--- src/rtl/stopwatch_ctrl_if.sv ---
// Stopwatch control bundle: button levels in, counter/display controls out.
// master drives the buttons, slave is the controller.
interface stopwatch_ctrl_if;
  logic       btn_ss;
  logic       btn_lr;
  logic       cnt_en;
  logic       cnt_clr;
  logic       disp_freeze;
  logic [1:0] state;

  modport master (
    output btn_ss,
    output btn_lr,
    input  cnt_en,
    input  cnt_clr,
    input  disp_freeze,
    input  state
  );

  modport slave (
    input  btn_ss,
    input  btn_lr,
    output cnt_en,
    output cnt_clr,
    output disp_freeze,
    output state
  );
endinterface

--- src/rtl/stopwatch_ctrl.sv ---
// Two-button stopwatch controller: debounce filters, press events, FSM.
// Optional macro LONG_PRESS_CLR_EN adds a long-hold lap/reset clear.
module stopwatch_ctrl #(
  parameter int unsigned STABLE_CYCLES = 16,
  parameter int unsigned LONG_CYCLES   = 1000
) (
  input  logic             clk,
  input  logic             rst,
  stopwatch_ctrl_if.slave  bus
);

  typedef enum logic [1:0] {
    IDLE  = 2'b00,
    RUN   = 2'b01,
    PAUSE = 2'b10,
    LAP   = 2'b11
  } state_t;

  localparam logic [15:0] CNT_MAX = 16'(STABLE_CYCLES - 1);

  // index 0 = start/stop, index 1 = lap/reset
  logic [1:0]       raw;
  logic [1:0][15:0] fcnt_q, fcnt_d;
  logic [1:0]       filt_q, filt_d;
  logic [1:0]       press_q, press_d;
  logic             long_evt;

  state_t state_q, state_d;
  logic   clr_q, clr_d;

  assign raw = {bus.btn_lr, bus.btn_ss};

  // Debounce: count while raw differs, accept it on the final count.
  // Press pulse is registered alongside the accepted rising level.
  always_comb begin
    fcnt_d  = fcnt_q;
    filt_d  = filt_q;
    press_d = 2'b00;
    for (int i = 0; i < 2; i++) begin
      if (raw[i] == filt_q[i]) begin
        fcnt_d[i] = 16'd0;
      end else if (fcnt_q[i] >= CNT_MAX) begin
        filt_d[i]  = raw[i];
        fcnt_d[i]  = 16'd0;
        press_d[i] = raw[i];
      end else begin
        fcnt_d[i] = fcnt_q[i] + 16'd1;
      end
    end
  end

  // Filter and press-event registers.
  always_ff @(posedge clk) begin
    if (rst) begin
      fcnt_q  <= '0;
      filt_q  <= '0;
      press_q <= '0;
    end else begin
      fcnt_q  <= fcnt_d;
      filt_q  <= filt_d;
      press_q <= press_d;
    end
  end

`ifdef LONG_PRESS_CLR_EN
  localparam int LW = $clog2(LONG_CYCLES + 1);
  localparam logic [LW-1:0] LMAX  = LW'(LONG_CYCLES);
  localparam logic [LW-1:0] LFIRE = LW'(LONG_CYCLES - 1);

  logic [LW-1:0] lcnt_q, lcnt_d;

  // Hold-length counter for the filtered lap/reset level; saturates.
  always_comb begin
    lcnt_d = lcnt_q;
    if (!filt_q[1]) begin
      lcnt_d = '0;
    end else if (lcnt_q != LMAX) begin
      lcnt_d = lcnt_q + LW'(1);
    end
  end

  // Long-press counter register.
  always_ff @(posedge clk) begin
    if (rst) begin
      lcnt_q <= '0;
    end else begin
      lcnt_q <= lcnt_d;
    end
  end

  assign long_evt = filt_q[1] && (lcnt_q == LFIRE);
`else
  assign long_evt = 1'b0;
`endif

  // Next state and clear pulse; start/stop wins over lap/reset.
  always_comb begin
    state_d = state_q;
    clr_d   = 1'b0;
    if (long_evt) begin
      state_d = IDLE;
      clr_d   = 1'b1;
    end else begin
      unique case (state_q)
        IDLE: begin
          if (press_q[0]) state_d = RUN;
          else if (press_q[1]) clr_d = 1'b1;
        end
        RUN: begin
          if (press_q[0]) state_d = PAUSE;
          else if (press_q[1]) state_d = LAP;
        end
        LAP: begin
          if (press_q[0]) state_d = PAUSE;
          else if (press_q[1]) state_d = RUN;
        end
        PAUSE: begin
          if (press_q[0]) begin
            state_d = RUN;
          end else if (press_q[1]) begin
            state_d = IDLE;
            clr_d   = 1'b1;
          end
        end
        default: state_d = IDLE;
      endcase
    end
  end

  // State and clear-pulse registers.
  always_ff @(posedge clk) begin
    if (rst) begin
      state_q <= IDLE;
      clr_q   <= 1'b0;
    end else begin
      state_q <= state_d;
      clr_q   <= clr_d;
    end
  end

  assign bus.state       = state_q;
  assign bus.cnt_en      = (state_q == RUN) || (state_q == LAP);
  assign bus.disp_freeze = (state_q == LAP);
  assign bus.cnt_clr     = clr_q;

endmodule

--- src/flat_wrapper.sv ---
// flat-port wrapper written by rule: the top's interface ports become plain ports
module stopwatch_ctrl_flat 
#(
  parameter int unsigned STABLE_CYCLES = 16,
  parameter int unsigned LONG_CYCLES   = 1000
)
  (clk, rst, bus_btn_ss, bus_btn_lr, bus_cnt_en, bus_cnt_clr, bus_disp_freeze, bus_state);
  stopwatch_ctrl_if bus_i ();
  input  logic clk;
  input  logic rst;
  input wire logic [$bits(bus_i.btn_ss)-1:0] bus_btn_ss;
  input wire logic [$bits(bus_i.btn_lr)-1:0] bus_btn_lr;
  output wire logic [$bits(bus_i.cnt_en)-1:0] bus_cnt_en;
  output wire logic [$bits(bus_i.cnt_clr)-1:0] bus_cnt_clr;
  output wire logic [$bits(bus_i.disp_freeze)-1:0] bus_disp_freeze;
  output wire logic [$bits(bus_i.state)-1:0] bus_state;
  assign bus_i.btn_ss = bus_btn_ss;
  assign bus_i.btn_lr = bus_btn_lr;
  assign bus_cnt_en = bus_i.cnt_en;
  assign bus_cnt_clr = bus_i.cnt_clr;
  assign bus_disp_freeze = bus_i.disp_freeze;
  assign bus_state = bus_i.state;
  stopwatch_ctrl #(.STABLE_CYCLES(STABLE_CYCLES), .LONG_CYCLES(LONG_CYCLES)) u_core (.clk(clk), .rst(rst), .bus(bus_i));
endmodule
--- config.mk ---
export PLATFORM = sky130hd
export DESIGN_NAME = stopwatch_ctrl_flat
export DESIGN_NICKNAME = d
export VERILOG_FILES = /design/src/rtl/stopwatch_ctrl_if.sv /design/src/rtl/stopwatch_ctrl.sv /design/src/flat_wrapper.sv
export SDC_FILE = /design/constraint.sdc
export NUM_CORES = 1
export LEC_CHECK = 0
export CAP_MARGIN = 20
export CELL_PAD_IN_SITES_DETAIL_PLACEMENT = 1
export CELL_PAD_IN_SITES_GLOBAL_PLACEMENT = 1
export CORE_ASPECT_RATIO = 2
export CORE_MARGIN = 2
export CORE_UTILIZATION = 43
export DETAILED_ROUTE_END_ITERATION = 8
export GPL_TIMING_DRIVEN = 0
export PLACE_DENSITY = 0.71
export REMOVE_ABC_BUFFERS = 1
export SETUP_SLACK_MARGIN = 0.4
export SLEW_MARGIN = 20
export SYNTH_ARGS = -nofsm -noshare
export SYNTH_HDL_FRONTEND = slang
export SYNTH_SLANG_ARGS = --single-unit
--- constraint.sdc ---
create_clock -name clk -period 1.7 [get_ports clk]
set_input_delay 0.51 -clock clk [delete_from_list [all_inputs] [get_ports clk]]
set_output_delay 0.51 -clock clk [all_outputs]
set_load 0.01 [all_outputs]
## Word level (Yosys, flattened, before mapping)

Cells that the tools add are included.

- Register bits after elaboration: 39
- Input bits: 4
- Output and inout bits: 5
- Word-level logic and storage cells: 46

- $add $sub $neg: 2
- $lt $le $gt $ge: 2
- Equal/unequal tests: 9
- Muxes and demuxes: 9
- Bitwise operators: 5
- Reduce and logical (&&, ||, !) cells: 11

Operators by type and width:

| kind | count |
|---|---|
| adder 16 x 1 -> 16 bit (second input constant) | 2 |
| greater-or-equal comparator 16 x 4 -> 1 bit (second input constant) | 2 |
| OR reduction 3 bit | 5 |
| two-way mux 2 bit | 7 |
| != test 3 x 1 -> 1 bit (second input constant) | 3 |
| case mux 2 bit (4 select lines) | 1 |
| inverter 1 bit | 5 |
| equality test 2 bit (second input constant) | 2 |
| AND reduction 2 bit | 2 |
| AND reduction 4 bit | 1 |
| equality test 1 bit | 2 |
| equality test 2 x 1 -> 1 bit (second input constant) | 1 |
| zero test 2 bit | 1 |
| != test 2 x 1 -> 1 bit (second input constant) | 1 |
| OR reduction 2 bit | 1 |
| logical OR 1 bit | 1 |
| two-way mux 1 bit | 1 |

## Depth between registers and ports, before layout

Gate-level depths: netlist of run 1.

- Depth in word-level cells: 4
- Depth in mapped cells: 5
- Depth with buffers taken out: 5

## Worst setup path before layout of run 1

OpenSTA, ideal clock, no wires.

- Kind: register to register
- Start point: reg u_core.fcnt_q[0] in the netlist's numbering
- End point: reg u_core.fcnt_q[2] in the netlist's numbering
- Library setup time: 0.064 ns
- Arrival time: 1.209 ns
- Required time: 1.636 ns
- Setup slack: 0.427 ns
- Cell stages (with the launch flop): 6
- Buffers on the path: 0
- Clock period less this slack: 1.273 ns
- Path through: dfxtp_1 > ha_1 > nand3_1 > nand4_1 > or3_4 > nor2_1

- Cells in the longest elaborated chain, start to end: 2
- Elaborated cells between the ends (all ways): 3
- Those cells by class: add/sub: 1; order compare: 1; reduce/logical: 1

Ends and longest elaborated chain:

| what | RTL line | text |
|---|---|---|
| start, declared | stopwatch_ctrl.sv:23 | `logic [1:0][15:0] fcnt_q, fcnt_d;` |
| start signal, assigned | stopwatch_ctrl.sv:59 | `fcnt_q <= fcnt_d;` |
| greater-or-equal comparator 16 x 4 -> 1 bit | stopwatch_ctrl.sv:42 | `end else if (fcnt_q[i] >= CNT_MAX) begin` |
| OR reduction 3 bit (no line) | n/a |  |

Parallel ways exist; a longest one is shown, timed or not.
A chain may end at the register's enable or synchronous reset.

## Final worst setup path of run 1

- Start point: reg u_core.state_q[0] (netlist: u_core.bus.state[0])
- End point: out bus_disp_freeze

- Cells in the longest elaborated chain, start to end: 1

Ends and longest elaborated chain:

| what | RTL line | text |
|---|---|---|
| start, declared | stopwatch_ctrl.sv:28 | `state_t state_q, state_d;` |
| start signal, assigned | stopwatch_ctrl.sv:136 | `state_q <= state_d;` |
| equality test 2 bit | stopwatch_ctrl.sv:143 | `assign bus.disp_freeze = (state_q == LAP);` |
| end, declared | flat_wrapper.sv:15 | `output wire logic [$bits(bus_i.disp_freeze)-1:0] bus_disp_freeze;` |

No other way between the ends.

==> impl_metrics.env, run 1 <==
export IMPL_status="finished, final reports clean"
export IMPL_total_power_mw=1.61
export IMPL_synth_top_family_by_area="simple AND/OR/NAND/NOR gates"
export IMPL_core_mm2=0.00254
export IMPL_synth_area_leaders="dfxtp_1 (69%), xnor2_1 (3.9%), nor4_2 (3.3%)"
export IMPL_final_hold_violation_count=0
export IMPL_crit_type="register to output pin"
export IMPL_setup_violations_final=0
export IMPL_slowest_delay_ps=360
export IMPL_synth_top_area_share=0.693
export IMPL_cap_violations=0
export IMPL_ys_ff_latch=39
export IMPL_instances_no_fill=161
export IMPL_antenna_found_initial=0
export IMPL_synth_xor_area_share=0.0544
export IMPL_grt_setup_unrepaired="yes"
export IMPL_synthToLayoutAreaGrowth_pct=29.4
export IMPL_grt_total_usage=0.152
export IMPL_p_per_area_mw_per_mm2=1100
export IMPL_clock_latency_ps=290
export IMPL_syn_cell_area_mm2=0.00113
export IMPL_drt_wl_total_mm=1.87
export IMPL_vias=736
export IMPL_worstSetupEndpointType="output pin"
export IMPL_grt_max_degree=12
export IMPL_die_area_mm2=0.00307
export IMPL_dp_cells=150
export IMPL_cts_tree="done"
export IMPL_leakage_nw=0.632
export IMPL_pin_count=9
export IMPL_synthMuxAreaShare=0
export IMPL_syn_avg_cell_area_um2=12.2
export IMPL_drv_slew=0
export IMPL_syn_inst=92
export IMPL_critPathLaunchType="register"
export IMPL_finClkSkew_ps=5.74
export IMPL_finalCritPeriodShare=0.822
export IMPL_clockRootBuffer="clkbuf_8"
export IMPL_dr_pass1_iters=4
export IMPL_globalplace_congestion=0.634
export IMPL_dp_hpwl_mm=1.31
export IMPL_fin_nets=138
export IMPL_io_buffers=8
export IMPL_cts_buffers_inserted=5
export IMPL_vdd_ir_drop_max_uv=810
export IMPL_postCtsHoldBufs=0
export IMPL_die_w_um=40.2
export IMPL_antenna_cells=0
export IMPL_crit_path_cell_trace="and2_4 -> buf_6"
export IMPL_fin_area_mm2=0.00146
export IMPL_yosysMostFrequentCell="dfxtp_1"
export IMPL_yosys_area_share_adder=0.0222
export IMPL_grt_pass1_wl_mm=3.07
export IMPL_ys_types=24
export IMPL_synth_largest_area_cell="dfxtp_1"
export IMPL_ys_warnings_count=0
export IMPL_postPlaceCellArea_mm2=0.00132
export IMPL_crit_family="flip-flops"
export IMPL_cpMaxStageDelayCell="dfxtp_4"
export IMPL_crit_buf_inv=1
export IMPL_drc=0
export IMPL_async_flop_share=0
export IMPL_globalRouteOverflowTotal=0
export IMPL_clk_path_buf_depth=2
export IMPL_synth_ff_type="dfxtp_1"
export IMPL_drive_above_1_share=0.241
export IMPL_synth_compound_area_frac=0.0211
export IMPL_wl_per_cell_um=11.6
export IMPL_synth_edff_count=0
export IMPL_fmax_mhz=715
export IMPL_cp_data_required_time_ps=1190
export IMPL_crit_fanout=5
export IMPL_routed_via_density=4.57
export IMPL_die_h_um=76.4
export IMPL_drt_iter0_drc=1
export IMPL_num_rows=26
export IMPL_clk_pin_slew_worst_paths_ps=70
export IMPL_ant_nets=0
export IMPL_seq_area_frac_synth=0.693
export IMPL_first_global_vias=795
export IMPL_arrival_ps=890
export IMPL_cts_sinks=39
export IMPL_start_util=0.444
export IMPL_synth_common_cells="dfxtp_1 (39), nor2_1 (9), nand3_1 (5), xnor2_1 (5)"
export IMPL_h_tree_depth=2
export IMPL_worstHoldPathType="register to register"
export IMPL_synthSimpleGateAreaFrac=0.192
export IMPL_period_needed_ps=1400
## worst register-to-register path: stages (launching register included)
cell and delay, ps:
dfxtp_2 330, nor4_4 270, nand4_1 150, or3_4 380, nor2_1 100
## final cells by class
| class | count | area, um^2 |
|---|---|---|
| tap | 28 | 35.0 |
| clock inverter | 1 | 5.00 |
| clock buffer | 7 | 76.3 |
| inverter | 3 | 11.3 |
| fill | 287 | 1080 |
| sequential | 39 | 791 |
| multi-input combinational | 72 | 455 |
| timing repair buffer | 11 | 83.8 |
## cell families (layout without fill, tap and decap cells)
| logic type | Yosys count | in the layout |
|---|---|---|
| DFF | 39 | 39 |
| and+or+nand+nor | 35 | 35 |
| xor gates and xnor gates | 7 | 7 |
| AOI/OAI and AO/OA | 4 | 4 |
| buffers and inverters | 4 | 22 |
| adders and majority gates | 2 | 2 |
| other | 1 | 24 |
## final timing paths
path	start	to	slack, ps	depth (start not counted)
max reg2reg	u_core.fcnt_q[12]	u_core.fcnt_q[0]	400	4
max	u_core.bus.state[0]	bus_disp_freeze	300	2
min	u_core.fcnt_q[0]	u_core.fcnt_q[0]	430	1
min reg2reg	u_core.fcnt_q[0]	u_core.fcnt_q[0]	430	1
## metal layers
layer  vias to the layer above  part of all wire  track usage
li1                        365                 -            -
met1                       352              0.33        0.117
met2                        14              0.60        0.271
met3                         5             0.040       0.0525
met4                         0             0.033        0.100
met5                         -                 0            0
## layout by cell type, fill, tap and decap left out
cell,n
nor4b_1,1
dfxtp_4,1
ha_1,1
clkbuf_8,5
and4b_2,1
dlygate4sd2_1,2
nor3_1,1
a31o_2,1
nor4_2,2
dfxtp_1,33
nand3_1,5
nor4_1,2
buf_2,4
and3_1,3
o21ai_0,2
clkinv_2,1
buf_4,3
nor2_1,8
nor4_4,2
or3_4,1
buf_6,1
ha_2,1
xnor2_1,5
nor3b_2,1
conb_1,24
nand4_1,2
nor2_2,1
a21oi_1,1
and2_4,2
dlymetal6s2s_1,1
dfxtp_2,5
nand2_1,2
nor2b_1,1
clkbuf_1,2
inv_1,3
xor2_1,2
## state kept, by name (all words and copies together) (netlist names)
name / cells
u_core.bus.cnt_clr: 1
u_core.fcnt_q: 32
u_core.press_q: 2
u_core.filt_q: 2
u_core.bus.state: 2
## power breakdown
group,switching (mW),total [mW],internal (mW),leakage [nW]
Sequential,0.0233,0.978,0.954,0.326
Combinational,0.0262,0.0534,0.0272,0.264
Clock,0.288,0.576,0.287,0.0422
Total,0.338,1.61,1.27,0.632
## through the flow
stage	utilization	setup TNS, ps	hold WS [ps]	worst slack, ps
floorplan	-	0	417	427
global placement	0.522	0	430	24.7
detailed placement	0.522	-10.6	439	-10.2
CTS	0.562	0	451	290
global route	0.574	0	454	265
finish	0.574	0	428	302
## repair_timing
item,CTS,global route
endpoints found under the setup margin,12,14
pin swaps,5,7
setup buffers,3,0
gates resized for setup,30,9
Power figures use the tool's default switching activity.
==> run 2: changes to the inputs <==
==> constraint.sdc (replaced) <==
create_clock -name clk -period 1.4 [get_ports clk]
set_input_delay 0.42 -clock clk [delete_from_list [all_inputs] [get_ports clk]]
set_output_delay 0.42 -clock clk [all_outputs]
set_load 0.01 [all_outputs]
==> impl_metrics.env, run 2 (same netlist as run 1, synthesis figures left out) <==
export IMPL_routed_via_density=4.52
export IMPL_die_area_mm2=0.00307
export IMPL_power_switching_mw=0.414
export IMPL_regMostFlops="u_core.fcnt_q"
export IMPL_ant_nets=0
export IMPL_preCtsSetupSlack_ps=-220
export IMPL_timing_rr_end="u_core.fcnt_q[0]"
export IMPL_die_w_um=40.2
export IMPL_drc=0
export IMPL_antenna_found_initial=0
export IMPL_crit_type="register to output pin"
export IMPL_slowest_delay_ps=360
export IMPL_globalplace_congestion=0.634
export IMPL_clockRootBuffer="clkbuf_8"
export IMPL_switching_share=0.210
export IMPL_clkPwrFrac=0.355
export IMPL_combPwrFrac=0.040
export IMPL_globalRouteOverflowTotal=0
export IMPL_core_mm2=0.00254
export IMPL_grt_pass1_wl_mm=3.05
export IMPL_fin_area_mm2=0.00153
export IMPL_grt_max_degree=12
export IMPL_status="finished, final reports clean"
export IMPL_reg2reg_from="u_core.fcnt_q[12]"
export IMPL_total_power_mw=1.96
export IMPL_leakage_nw=0.648
export IMPL_finalCritPeriodShare=0.940
export IMPL_setup_violations_final=0
export IMPL_finClkSkew_ps=5.88
export IMPL_antenna_cells=0
export IMPL_timing_setup_tns_ps=0
export IMPL_cp_data_required_time_ps=980
export IMPL_crit_buf_inv=1
export IMPL_clock_latency_ps=290
export IMPL_grt_total_usage=0.151
export IMPL_worstSetupEndpointType="output pin"
export IMPL_critPathLaunchType="register"
export IMPL_r2r_cells=4
export IMPL_postPlaceCellArea_mm2=0.00132
export IMPL_crit_family="flip-flops"
export IMPL_ff2ff_setup_slack_ps=90
export IMPL_first_global_vias=797
export IMPL_vdd_ir_drop_max_uv=991
export IMPL_cts_sinks=39
export IMPL_dr_pass1_iters=2
export IMPL_p_per_area_mw_per_mm2=1280
export IMPL_arrival_ps=900
export IMPL_clk_path_buf_depth=2
export IMPL_drive_above_1_share=0.304
export IMPL_min_delay_worst_endpoint="u_core.fcnt_q[0]"
export IMPL_drt_wl_total_mm=1.88
export IMPL_wl_per_cell_um=11.5
export IMPL_pin_count=9
export IMPL_final_hold_violation_count=0
export IMPL_crit_path_cell_trace="and2_4 -> buf_6"
export IMPL_hp_start="u_core.fcnt_q[0]"
export IMPL_dp_hpwl_mm=1.31
export IMPL_io_buffers=8
export IMPL_period_needed_ps=1320
export IMPL_drv_slew=0
export IMPL_largest_reg_flops=32
export IMPL_min_path_cells=1
export IMPL_clk_pin_slew_worst_paths_ps=70
export IMPL_cts_buffers_inserted=5
export IMPL_sequentialPowerShare=0.605
export IMPL_layout_setup_ws_ps=83.8
export IMPL_fmax_mhz=760
export IMPL_cap_violations=0
export IMPL_fillers=278
export IMPL_cts_tree="done"
export IMPL_fin_nets=140
export IMPL_grt_setup_unrepaired="yes"
export IMPL_crit_fanout=5
export IMPL_num_rows=26
export IMPL_vias=736
export IMPL_cpMaxStageDelayCell="dfxtp_4"
export IMPL_final_cell_mix="dfxtp_1 (32), conb_1 (24), nor2_1 (7)"
export IMPL_start_util=0.444
export IMPL_worstHoldPathType="register to register"
export IMPL_die_h_um=76.4
export IMPL_postCtsHoldBufs=0
export IMPL_layout_commonest_cell="dfxtp_1"
export IMPL_synthToLayoutAreaGrowth_pct=36.0
export IMPL_drt_iter0_drc=2
export IMPL_h_tree_depth=2
export IMPL_internal_power_mw=1.55
[run 2: cell types whose count changed in the layout (fill, tap and decap cells not counted), sizes merged]
| cell | delta |
|---|---|
| buf | +2 |
[run 2: through the flow]
| step | hold WS (ps) | cells | util |
|---|---|---|---|
| after detailed placement | 439 | 150 | 0.522 |
| after global routing | 454 | 163 | 0.604 |
| after CTS | 431 | 163 | 0.582 |
| final | 428 | 163 | 0.604 |
| after floorplan | 417 | 114 | - |
| after global placement | 430 | 150 | 0.522 |
[run 2: metal layers]
| metal | track usage | part of all wire |
|---|---|---|
| met5 | 0 | 0 |
| met4 | 0.100 | 0.036 |
| met3 | 0.0525 | 0.036 |
| met2 | 0.269 | 0.62 |
| met1 | 0.117 | 0.31 |
[run 2: how the worst max path moves through the flow]
stage	startpoint	to	depth (start not counted)
floorplan	u_core.fcnt_q[0]	u_core.fcnt_q[2]	5
global placement	rst	u_core.fcnt_q[3]	3
detailed placement	rst	u_core.fcnt_q[2]	3
CTS	u_core.bus.state[0]	bus_disp_freeze	2
global route	u_core.fcnt_q[12]	u_core.fcnt_q[0]	4
finish	u_core.bus.state[0]	bus_disp_freeze	2
[run 2: layout make-up]
class	instances	area, um^2	share of cell area
clock inverter	1	5.00	0.00327
timing repair buffer	13	121	0.0792
multi-input combinational	72	490	0.320
tap	28	35.0	0.0229
clock buffer	7	76.3	0.0498
sequential	39	792	0.517
inverter	3	11.3	0.00735
[run 2: timing repair]
action / CTS / global route
pin swaps: 12 / 8
cloned: 0 / 0
setup endpoints to repair: 18 / 18
gates resized for setup: 38 / 14
buffers inserted: 5 / 0
[run 2: power groups by stage]
stage	Combinational [mW]	Clock [mW]	Sequential, mW
2_1_floorplan	0.0300	0	1.20
3_3_place_gp	0.0620	0	1.20
3_5_place_dp	0.0635	0	1.21
4_1_cts	0.0690	0.731	1.18
5_1_grt	0.0895	0.779	1.19
6_report	0.0777	0.698	1.19
==> run 3: changes to the inputs <==
--- a/config.mk
+++ b/config.mk
@@ -13,7 +13,7 @@
 export CORE_UTILIZATION = 43
 export DETAILED_ROUTE_END_ITERATION = 8
 export GPL_TIMING_DRIVEN = 0
-export PLACE_DENSITY = 0.71
+export PLACE_DENSITY_LB_ADDON = 0.1
 export REMOVE_ABC_BUFFERS = 1
 export SETUP_SLACK_MARGIN = 0.4
 export SLEW_MARGIN = 20
==> impl_metrics.env, run 3 (same netlist as run 1, synthesis figures left out) <==
export IMPL_period_needed_ps=1320
export IMPL_antenna_found_initial=0
export IMPL_globalRouteOverflowTotal=0
export IMPL_ant_nets=0
export IMPL_multi_input_area_um2=510
export IMPL_clkPwrFrac=0.364
export IMPL_cap_violations=0
export IMPL_pin_count=9
export IMPL_setup_violations_final=0
export IMPL_routed_via_density=4.70
export IMPL_worstHoldPathType="register to register"
export IMPL_globalplace_congestion=0.627
export IMPL_combPwrFrac=0.046
export IMPL_switching_share=0.211
export IMPL_min_delay_worst_endpoint="u_core.fcnt_q[0]"
export IMPL_die_h_um=76.4
export IMPL_dp_hpwl_mm=1.39
export IMPL_grt_max_degree=12
export IMPL_clk_pin_slew_worst_paths_ps=70
export IMPL_clk_path_buf_depth=2
export IMPL_leakage_nw=0.650
export IMPL_h_tree_depth=2
export IMPL_crit_fanout=4
export IMPL_crit_path_cell_trace="clkdlybuf4s50_1 -> xnor2_1 -> or3_4 -> nor2_2"
export IMPL_drt_iter0_drc=2
export IMPL_sequentialPowerShare=0.589
export IMPL_wl_per_cell_um=13.1
export IMPL_fmax_mhz=755
export IMPL_finClkSkew_ps=2.71
export IMPL_postPlaceCellArea_mm2=0.00132
export IMPL_arrival_ps=1560
export IMPL_status="finished, final reports clean"
export IMPL_reg2reg_from="u_core.fcnt_q[10]"
export IMPL_final_hold_violation_count=0
export IMPL_fin_area_mm2=0.00158
export IMPL_min_path_cells=1
export IMPL_layout_commonest_cell="dfxtp_1"
export IMPL_cpMaxStageDelayCell="clkdlybuf4s50_1"
export IMPL_num_rows=26
export IMPL_io_buffers=8
export IMPL_clock_latency_ps=290
export IMPL_cts_sinks=39
export IMPL_timing_rr_end="u_core.fcnt_q[2]"
export IMPL_internal_power_mw=1.60
export IMPL_fillers=277
export IMPL_clockRootBuffer="clkbuf_8"
export IMPL_ff2ff_setup_slack_ps=100
export IMPL_postCtsHoldBufs=0
export IMPL_synthToLayoutAreaGrowth_pct=40.3
export IMPL_cts_buffers_inserted=5
export IMPL_grt_pass1_wl_mm=3.19
export IMPL_die_area_mm2=0.00307
export IMPL_drv_slew=0
export IMPL_dr_pass1_iters=4
export IMPL_drc=0
export IMPL_first_global_vias=805
export IMPL_final_cell_mix="dfxtp_1 (31), conb_1 (24), buf_6 (8)"
export IMPL_antenna_cells=0
export IMPL_drt_wl_total_mm=2.14
export IMPL_slowest_delay_ps=470
export IMPL_cp_data_required_time_ps=1630
export IMPL_regArea_um2=796
export IMPL_p_per_area_mw_per_mm2=1280
export IMPL_regMostFlops="u_core.fcnt_q"
export IMPL_fin_nets=141
export IMPL_crit_type="primary input to register"
export IMPL_start_util=0.444
export IMPL_drive_above_1_share=0.341
export IMPL_final_core_util=0.623
export IMPL_r2r_cells=4
export IMPL_timing_setup_tns_ps=0
export IMPL_grt_setup_unrepaired="yes"
export IMPL_cts_tree="done"
export IMPL_power_switching_mw=0.427
export IMPL_largest_reg_flops=32
export IMPL_die_w_um=40.2
export IMPL_grt_total_usage=0.159
export IMPL_vdd_ir_drop_max_uv=973
export IMPL_hp_start="u_core.fcnt_q[0]"
export IMPL_worstSetupEndpointType="register"
export IMPL_vias=766
export IMPL_finalCritPeriodShare=0.946
export IMPL_core_mm2=0.00254
export IMPL_critPathLaunchType="primary input"
[run 3: changes by cell type in the layout (fill, tap and decap cells not counted), sizes merged]
cell and change:
clkbuf -1, buf +1, clkdlybuf4s50 +1, dlymetal6s2s -1
[run 3: power groups by stage]
stage	Clock (mW)	Sequential, mW	Combinational, mW
2_1_floorplan	0	1.20	0.0300
3_3_place_gp	0	1.20	0.0620
3_5_place_dp	0	1.21	0.0642
4_1_cts	0.751	1.19	0.0748
5_1_grt	0.811	1.20	0.104
6_report	0.738	1.19	0.0932
[run 3: metrics by stage]
step | setup WS [ps] | cells | hold WS (ps) | power (mW)
2_1_floorplan | 127 | 114 | 417 | 1.23
3_3_place_gp | -195 | 150 | 426 | 1.27
3_5_place_dp | -202 | 150 | 439 | 1.27
4_1_cts | 20.7 | 160 | 454 | 2.01
5_1_grt | 0.0659 | 163 | 438 | 2.11
6_report | 75.1 | 163 | 416 | 2.02
[run 3: cell type report]
cell class              count  area share
multi-input cells          72       0.323
repair buffers             14      0.0887
well taps                  28      0.0222
flip-flops and latches     39       0.504
clock buffers               6      0.0523
clock inverters             1     0.00317
inverters                   3     0.00713
[run 3: critical path: cells and delay by family]
kind                   cells  cell delay, ps
AND/OR/NAND/NOR            2             510
buffers and inverters      1             470
XOR/XNOR                   1             160
[run 3: what timing repair did]
item,4_1_cts,5_1_grt
gates cloned,0,0
resized for setup,41,18
pin swaps,13,6
buffers inserted,3,3
setup endpoints to repair,18,17
[run 3: worst max path at each step]
stage	start	end	slack, ps	depth (start not counted)
floorplan	u_core.fcnt_q[0]	u_core.fcnt_q[2]	130	5
global placement	rst	u_core.fcnt_q[3]	-190	3
detailed placement	rst	u_core.fcnt_q[2]	-200	3
CTS	u_core.fcnt_q[13]	u_core.fcnt_q[2]	20	4
global route	u_core.fcnt_q[10]	u_core.fcnt_q[1]	0.07	4
finish	bus_btn_ss	u_core.fcnt_q[2]	80	4
[run 3: per-layer routing]
layer / part of all wire / routed length [um] / vias to the layer above / GRT usage
met5: 0 / 0 / - / 0
met4: 0.030 / 64 / 0 / 0.0900
met3: 0.039 / 83 / 5 / 0.0700
met2: 0.65 / 1390 / 16 / 0.294
met1: 0.28 / 600 / 374 / 0.110
li1: - / - / 371 / -
